===== config.mk =====
export PLATFORM = sky130hd
export DESIGN_NAME = sdram_bus_bridge
export DESIGN_NICKNAME = d
export VERILOG_FILES = /design/src/rtl/bus_bridge_pkg.sv /design/src/rtl/bus_timeout.sv /design/src/rtl/sdram_bus_bridge.sv
export SDC_FILE = /design/constraint.sdc
export NUM_CORES = 1
export LEC_CHECK = 0
export ABC_AREA = 0
export BUFFER_PORTS_ARGS = -buffer_cell sky130_fd_sc_hd__buf_2
export CELL_PAD_IN_SITES_DETAIL_PLACEMENT = 0
export CELL_PAD_IN_SITES_GLOBAL_PLACEMENT = 1
export CORE_UTILIZATION = 32
export DETAILED_ROUTE_END_ITERATION = 10
export PLACE_DENSITY_LB_ADDON = 0.1
export SETUP_SLACK_MARGIN = 0.02
export SYNTH_ARGS = -nofsm -noshare
export SYNTH_HDL_FRONTEND = slang
export SYNTH_SLANG_ARGS = --single-unit
export TNS_END_PERCENT = 5

===== constraint.sdc =====
create_clock -name clk -period 1.86 [get_ports clk]
set_input_delay 0.372 -clock clk [delete_from_list [all_inputs] [get_ports clk]]
set_output_delay 0.372 -clock clk [all_outputs]
set_load 0.005 [all_outputs]

===== src/rtl/bus_bridge_pkg.sv =====
// rtl/bus_bridge_pkg.sv - shared types and constants for the FemtoRV32 bus bridge
package bus_bridge_pkg;

    typedef enum logic [1:0] {
        BRIdle,
        BRRequest,
        BRRelease
    } BridgeState;

    typedef enum logic {
        OpRead,
        OpWrite
    } BridgeOp;

    localparam logic [31:0] DEFAULT_ERR_DATA = 32'hDEAD_BEEF;

endpackage


===== src/rtl/bus_timeout.sv =====
// rtl/bus_timeout.sv - per-phase handshake watchdog counter
//
// Ports:
//   clk, resetn : clock, asynchronous active-low reset
//   clear       : restart the count (issued on every bridge state change)
//   enable      : count this cycle (bridge is inside a handshake phase)
//   expire      : phase has lasted TIMEOUT_CYCLES cycles including this one
module bus_timeout #(
    parameter int TIMEOUT_CYCLES = 1024
) (
    input  logic clk,
    input  logic resetn,
    input  logic clear,
    input  logic enable,
    output logic expire
);

    generate
        if (TIMEOUT_CYCLES == 0) begin : g_off
            assign expire = 1'b0;
        end else begin : g_on
            // The count never passes TIMEOUT_CYCLES-1: expiry forces a state
            // change, which clears it.
            localparam int CW = (TIMEOUT_CYCLES > 1) ? $clog2(TIMEOUT_CYCLES) : 1;
            localparam logic [CW-1:0] LAST = CW'(TIMEOUT_CYCLES - 1);

            logic [CW-1:0] count;

            always_ff @(posedge clk or negedge resetn) begin
                if (!resetn) begin
                    count <= '0;
                end else if (clear) begin
                    count <= '0;
                end else if (enable) begin
                    count <= count + 1'b1;
                end
            end

            assign expire = enable && (count == LAST);
        end
    endgenerate

endmodule


===== src/rtl/sdram_bus_bridge.sv =====
// rtl/sdram_bus_bridge.sv - FemtoRV32 memory bus to single valid/ready slave bridge
//
// Ports:
//   clk, resetn           : clock, asynchronous active-low reset
//   cpu_addr/wdata/wmask  : CPU request; nonzero wmask is a write
//   cpu_rstrb             : one-cycle read strobe
//   cpu_rdata             : captured read data (ERR_DATA after a read timeout)
//   cpu_rbusy/cpu_wbusy   : CPU stalls, already high in the strobe cycle
//   sel                   : combinational region hit
//   slv_addr/din/wmask    : request latched at start (wmask 0 = read)
//   slv_valid/slv_ready   : four-phase handshake to the slave
//   slv_dout              : slave read data
//   err/err_clr           : sticky timeout flag and its clear
module sdram_bus_bridge
    import bus_bridge_pkg::*;
#(
    parameter logic [31:0] BASE_ADDR      = 32'h4000_0000,
    parameter logic [31:0] REGION_MASK    = 32'hF000_0000,
    parameter int          SLV_ADDR_WIDTH = 25,
    parameter int          TIMEOUT_CYCLES = 1024,
    parameter logic [31:0] ERR_DATA       = DEFAULT_ERR_DATA
) (
    input  logic                      clk,
    input  logic                      resetn,
    input  logic [31:0]               cpu_addr,
    input  logic [31:0]               cpu_wdata,
    input  logic [3:0]                cpu_wmask,
    input  logic                      cpu_rstrb,
    output logic [31:0]               cpu_rdata,
    output logic                      cpu_rbusy,
    output logic                      cpu_wbusy,
    output logic                      sel,
    output logic [SLV_ADDR_WIDTH-1:0] slv_addr,
    output logic [31:0]               slv_din,
    output logic [3:0]                slv_wmask,
    output logic                      slv_valid,
    input  logic                      slv_ready,
    input  logic [31:0]               slv_dout,
    output logic                      err,
    input  logic                      err_clr
);

    BridgeState state, state_next;
    BridgeOp    op;

    logic                      write_req;
    logic                      start;
    logic                      exit_cond;
    logic                      expire;
    logic                      timeout;
    logic [SLV_ADDR_WIDTH-3:0] word_addr;

    assign sel       = (cpu_addr & REGION_MASK) == BASE_ADDR;
    assign write_req = |cpu_wmask;
    assign start     = (state == BRIdle) && sel && (cpu_rstrb || write_req);
    assign word_addr = cpu_addr[SLV_ADDR_WIDTH-1:2] & ~REGION_MASK[SLV_ADDR_WIDTH-1:2];

    // Valid is a pure decode of the state so an asynchronous reset drops it
    // in the same instant, and a timeout drops it with the return to idle.
    assign slv_valid = (state == BRRequest);

    // The strobe-cycle term lets the CPU stall before the request registers.
    assign cpu_rbusy = (start && !write_req) || (state != BRIdle && op == OpRead);
    assign cpu_wbusy = (start &&  write_req) || (state != BRIdle && op == OpWrite);

    assign timeout = expire && !exit_cond;

    always_ff @(posedge clk or negedge resetn) begin
        if (!resetn) begin
            state <= BRIdle;
        end else begin
            state <= state_next;
        end
    end

    always_comb begin
        state_next = state;
        exit_cond  = 1'b0;
        unique case (state)
            BRIdle: begin
                if (start) begin
                    state_next = BRRequest;
                end
            end
            BRRequest: begin
                exit_cond = slv_ready;
                if (slv_ready) begin
                    state_next = BRRelease;
                end else if (timeout) begin
                    state_next = BRIdle;
                end
            end
            BRRelease: begin
                exit_cond = !slv_ready;
                if (!slv_ready || timeout) begin
                    state_next = BRIdle;
                end
            end
            default: begin
                state_next = BRIdle;
            end
        endcase
    end

    bus_timeout #(
        .TIMEOUT_CYCLES(TIMEOUT_CYCLES)
    ) u_timeout (
        .clk    (clk),
        .resetn (resetn),
        .clear  (state_next != state),
        .enable (state != BRIdle),
        .expire (expire)
    );

    always_ff @(posedge clk or negedge resetn) begin
        if (!resetn) begin
            op        <= OpRead;
            slv_addr  <= '0;
            slv_din   <= '0;
            slv_wmask <= '0;
            cpu_rdata <= '0;
            err       <= 1'b0;
        end else begin
            if (start) begin
                slv_addr  <= {word_addr, 2'b00};
                slv_din   <= cpu_wdata;
                slv_wmask <= cpu_wmask;
                op        <= write_req ? OpWrite : OpRead;
            end

            if (state == BRRequest && slv_ready && op == OpRead) begin
                cpu_rdata <= slv_dout;
            end else if (timeout && op == OpRead) begin
                cpu_rdata <= ERR_DATA;
            end

            // Leaving a transaction by either route returns wmask to "read".
            if (state != BRIdle && state_next == BRIdle) begin
                slv_wmask <= '0;
            end

            if (timeout) begin
                err <= 1'b1;
            end else if (err_clr) begin
                err <= 1'b0;
            end
        end
    end

endmodule


-- After elaboration in Yosys (flattened, before gate mapping)
Index checks and enable logic that the tools add are counted.
- register bits: 105
- latch bits: 0
- memory bits (writable): 0
- memory bits (read-only): 0
- input bits: 105
- output and inout port bits: 98
- logic and storage cells: 57
- memories kept: 0
- add/subtract/negate cells: 1
- multiply operators: 0
- div/mod/pow operators: 0
- order comparisons: 0
- eq/ne operators: 5
- shifts and indexed selects: 0
- mux-type cells: 15
- bitwise operators: 1
- reductions and logical operators: 27
- operator list (operator ; count):
    32-bit two-way mux ; 2
    10-bit two-way mux ; 2
    1-bit logical AND ; 12
    10-bit by 1-bit adder with 10-bit output, second input constant ; 1
    10-bit == test, second input constant ; 1
    2-bit nonzero test ; 5
    2-bit two-way mux ; 4
    4-bit two-way mux ; 2
    2-bit case mux with 3 select lines ; 1
    4-bit by 3-bit == test with 1-bit output, second input constant ; 1
    2-bit zero test ; 2
    1-bit logical OR ; 4
    4-bit OR reduction ; 1
    1-bit zero test ; 3
    1-bit two-way mux ; 3
    2-bit by 1-bit == test with 1-bit output, second input constant ; 1
    2-bit == test, second input constant ; 1
    2-bit inequality test ; 1
    1-bit case mux with 2 select lines ; 1
    1-bit inverter ; 1

-- Depth between registers and ports, before layout
- word-level depth: 10
- gate-level depth with buffers: 7

-- Cells and area by module
From an unflattened synthesis, not the netlist that was laid out.
- cells, all modules: 304
- area total of the unflattened synthesis: 4261.6 µm²
- by module, submodules not included (module ; instances ; cells each ; area an instance (µm²) ; seq. area each (µm²)):
    sdram_bus_bridge ; 1 ; 254 ; 3752.3 ; 2377.3
    bus_timeout ; 1 ; 50 ; 509.2 ; 250.2

-- Worst setup path after synthesis
No wires, ideal clock.
- path type: input port to flip-flop
- from: input cpu_wmask[0]
- to: register slv_addr[10]
- arrival time: 1843 ps
- data required time: 1735 ps
- setup slack: -107 ps
- stages on the path: 5
- path buffers: 2
- cells stage by stage: or4_1 buf_2 o211ai_4 buf_6 mux2_2
- word-level cells in the longest chain between the ends: 3
- RTL lines (element ; line ; text):
    from (decl) ; sdram_bus_bridge.sv:27 ; input logic [3:0] cpu_wmask,
    4-bit OR reduction ; sdram_bus_bridge.sv:54 ; assign write_req = |cpu_wmask;
    1-bit logical OR ; sdram_bus_bridge.sv:55 ; assign start = (state == BRIdle) && sel && (cpu_rstrb || write_req);
    1-bit logical AND ; sdram_bus_bridge.sv:55 ;
    to (signal assigned) ; sdram_bus_bridge.sv:125 ; slv_addr <= {word_addr, 2'b00};
    to (decl) ; sdram_bus_bridge.sv:33 ; output logic [SLV_ADDR_WIDTH-1:0] slv_addr,
No other way between the ends.
A chain may end at the register's enable or synchronous reset.

-- Worst setup path in the final report
- from: input cpu_wmask[1]
- to: output cpu_rbusy
- word-level cells in the longest chain between the ends: 5
- elaborated cells on any way between the ends: 6
- classes of those cells: reduce/logical (6)
- RTL lines (element ; line ; text):
    4-bit OR reduction (*) ; sdram_bus_bridge.sv:54 ;
    1-bit logical OR ; sdram_bus_bridge.sv:55 ;
    1-bit logical AND ; sdram_bus_bridge.sv:55 ;
    1-bit logical AND (*) ; sdram_bus_bridge.sv:63 ; assign cpu_rbusy = (start && !write_req) || (state != BRIdle && op == OpRead);
    1-bit logical OR (*) ; sdram_bus_bridge.sv:63 ;
    to (decl) ; sdram_bus_bridge.sv:30 ; output logic cpu_rbusy,
Every way passes the cells marked *; elsewhere a longest branch is shown, timed or not.

==> flow_summary.ini <==
[global_routing]
grt_pass1_wl_um = 16330
grt_pass1_vias = 3168
grt_overflow = 0
grt_usage_pct = 15.97
grt_max_degree = 50
antenna_found_initial = 0

[timing]
final_max_slew_viol_count = 0
fin_worst_skew_ps = 9.518
finalHoldViolations = 4
worst_hold_slack_ps = -5.536
worstMarginPinSlew_ps = 545.4
rsz0062_at_grt = yes
setup_violations = 1
period_share_pct = 101.1
fmax_mhz = 531.8
period_needed_ps = 1880
setup_ws_ps = -20.33
slew_headroom_pct = 63.64

[placement]
io_buffers = 195
place.gp.congestion = 0.7160
dp_slack_ps = -220.9
hpwl_um = 8067

[critical_path]
crit_slowest_cell = or4_4
path_buf_inv = 3
critPathMaxStageDelay_ps = 560
cpLargestDelayFamily = simple AND/OR/NAND/NOR gates
crit_type = input port to output port
crit_arrival_ps = 1510
crit_chain = buf_6 -> or4_4 -> o211ai_4 -> buf_6 -> o22ai_2 -> buf_2
end_kind = output port
crit_path_frequent_cell = buf_6
critPathLaunchType = input port
path_max_fanout = 2
worstSetupStartpoint = cpu_wmask[1]
r2r-start = u_timeout.g_on.count[1]
critPathRequiredTime_ps = 1490

[synth]
ys_seq_area_share_pct = 61.78
synthTopCellsByCount = dfrtp_1 (105), mux2_1 (40), o22a_1 (24)
netlist_area_um2 = 4253
yosysWarnings = 0
async_flop_share_pct = 100.0
synth_top_cell_area_share_pct = 61.78
yosysMostFrequentCell = dfrtp_1
ys_types = 40
ys_ff_latch = 105
synth-edff-count = 0
synth_top_area_cell = dfrtp_1
synthTopCellsByArea = dfrtp_1 (62%), mux2_1 (11%), o22a_1 (4.9%), mux2_2 (4.2%), a22o_1 (1.6%)
syn_area_per_cell_um2 = 13.76
synth_ff_type = dfrtp_1
synthCells = 309

[clock_network]
cts-buffers-inserted = 9
clkTransAtPathRegs_ps = 70
clock_latency_ps = 340
hold_buffers = 0
cts_tree = yes
htreeDepth = 3
clock-root-buffer = clkbuf_16
clk_path_buf_depth = 2
clock_sinks = 105

[power]
vdd_ir_drop_max_v = 0.0003991
p_int_mw = 4.974
power.total_mw = 6.831
p_seq_share_pct = 47.9
leakage_nw = 2.856
combinationalPowerShare_pct = 24.6
powerDensity_nw_per_um2 = 1157
clockPowerShare_pct = 27.5
swShare_pct = 27.18
power.switching_mw = 1.857

[job]
cap_viol_max_count = 0

[route]
drt_iter0_drc = 112
viasPerCell = 4.701
drt_drc_violations_left = 0
drt_first_pass_iters = 4
postRouteAntennaNets = 0
num_vias = 3253
post_drt_wl_per_cell_um = 15.42
drt_wl_total_um = 10670

[finish]
final_nets = 622
fill_cells = 1180
area_growth_pct = 38.81
n_antenna_cell = 0
drive_gt1_share_pct = 50.00

[die]
initial_core_util_pct = 33.29
die-area_um2 = 13750
pin_count = 203
rows = 41
dieWidth_um = 117.3
die_h_um = 117.3
core_area_um2 = 12770

[status]
status = finished with violations
violations = hold timing, setup timing

[worst_hold_path]
min_path_type = input port to async pin
[layout make-up]
class                           instances  area, um2  share of cell area (%)
Clock buffer                            9      225.2                   3.815
Multi-Input combinational cell        180       1520                   25.75
Sequential cell                       105       2630                   44.55
Timing Repair Buffer                  215       1227                   20.79
Clock inverter                          6      66.31                   1.123
Tap cell                              172      215.2                   3.646
Inverter                                5      18.77                  0.3179
[sequential cells by signal, summed over array words and instances (netlist names)]
register	cells
cpu_rdata	32
slv_din	32
slv_addr	23
u_timeout.g_on.count	10
slv_wmask	4
state	2
err	1
op	1
[cells in the final DEF, fill, tap and decap left out, types with 2 or more instances in the layout]
master     Yosys  final
dfrtp_2        0      2
nor2b_1        2      2
xnor2_1        4      4
o211ai_1       3      3
o22a_1        24     24
inv_6          0      2
clkbuf_16      0      9
a22o_1         8      8
mux2_2        16     16
xor2_1         4      4
buf_6          6      3
nand4_1        3      3
clkinv_2       0      2
and4_1         2      2
nand2_1       16     16
buf_4          2     14
buf_2          4    192
nor2_1        10      9
buf_12         0      5
conb_1         1      2
o2bb2ai_1      4      4
nand3_1        6      6
o21ai_0        5      5
a21oi_1        4      4
nor3_1         7      7
mux2_1        40     39
dfrtp_1      105    103
nand2b_1       2      2
inv_1          5      5
[cell families after synthesis]
family,synth area share (%)
and+or+nand+nor,6.767
AOI/OAI and AO/OA,11.03
DFF,61.78
buffers and inverters,3.560
xor gates and xnor gates,1.647
adders and majority gates,0.2942
other,0.08818
muxes,14.83
[power groups by stage]
stage          registers (mW)  logic (mW)  clock network [mW]
5_1_grt                  3.38        1.90                2.03
4_1_cts                  3.28        1.72                1.95
2_1_floorplan            3.39       0.593                   0
3_3_place_gp             3.29        1.69                   0
3_5_place_dp             3.32        1.71                   0
6_report                 3.27        1.68                1.88
[what timing repair did]
| action | in CTS | in global routing |
|---|---|---|
| pin swaps | 3 | 3 |
| gates resized for setup | 7 | 7 |
| setup buffers | 1 | 2 |
| endpoints found under the setup margin | 2 | 18 |
[metal layers]
layer / wire (um) / track usage (%) / vias to the layer above
met5: 0 / 0 / -
met4: 137 / 6.582 / 0
met3: 697 / 3.347 / 9
met2: 5329 / 27.49 / 106
met1: 4509 / 19.44 / 1605
li1: - / - / 1533
[metrics by stage]
step | hold slack (ps) | TNS (ps) | util, % | cell area (um2) | std cells
after detailed placement | 376.9 | -12530 | 43.28 | 5528 | 674
after CTS | 0.9189 | -111.3 | 45.80 | 5851 | 690
final | -5.536 | -20.33 | 46.21 | 5903 | 692
after global routing | 21.14 | -58.85 | 46.21 | 5903 | 692
after floorplan | 76.41 | -4775 | - | 4267 | 310
after global placement | 372.6 | -10430 | 43.28 | 5528 | 674
[worst paths after layout]
path / cells after the start / slack, ps / end
hold reg to reg: 1 / 480 / cpu_rdata[0]
max in group asynchronous: 2 / 1330 / slv_addr[3]
hold / removal: 1 / -6 / slv_din[10]
setup / recovery: 6 / -20 / cpu_rbusy
min in group clk: 2 / 220 / err
setup reg to reg: 7 / 140 / slv_wmask[2]
(Power assumes the default switching activity.)
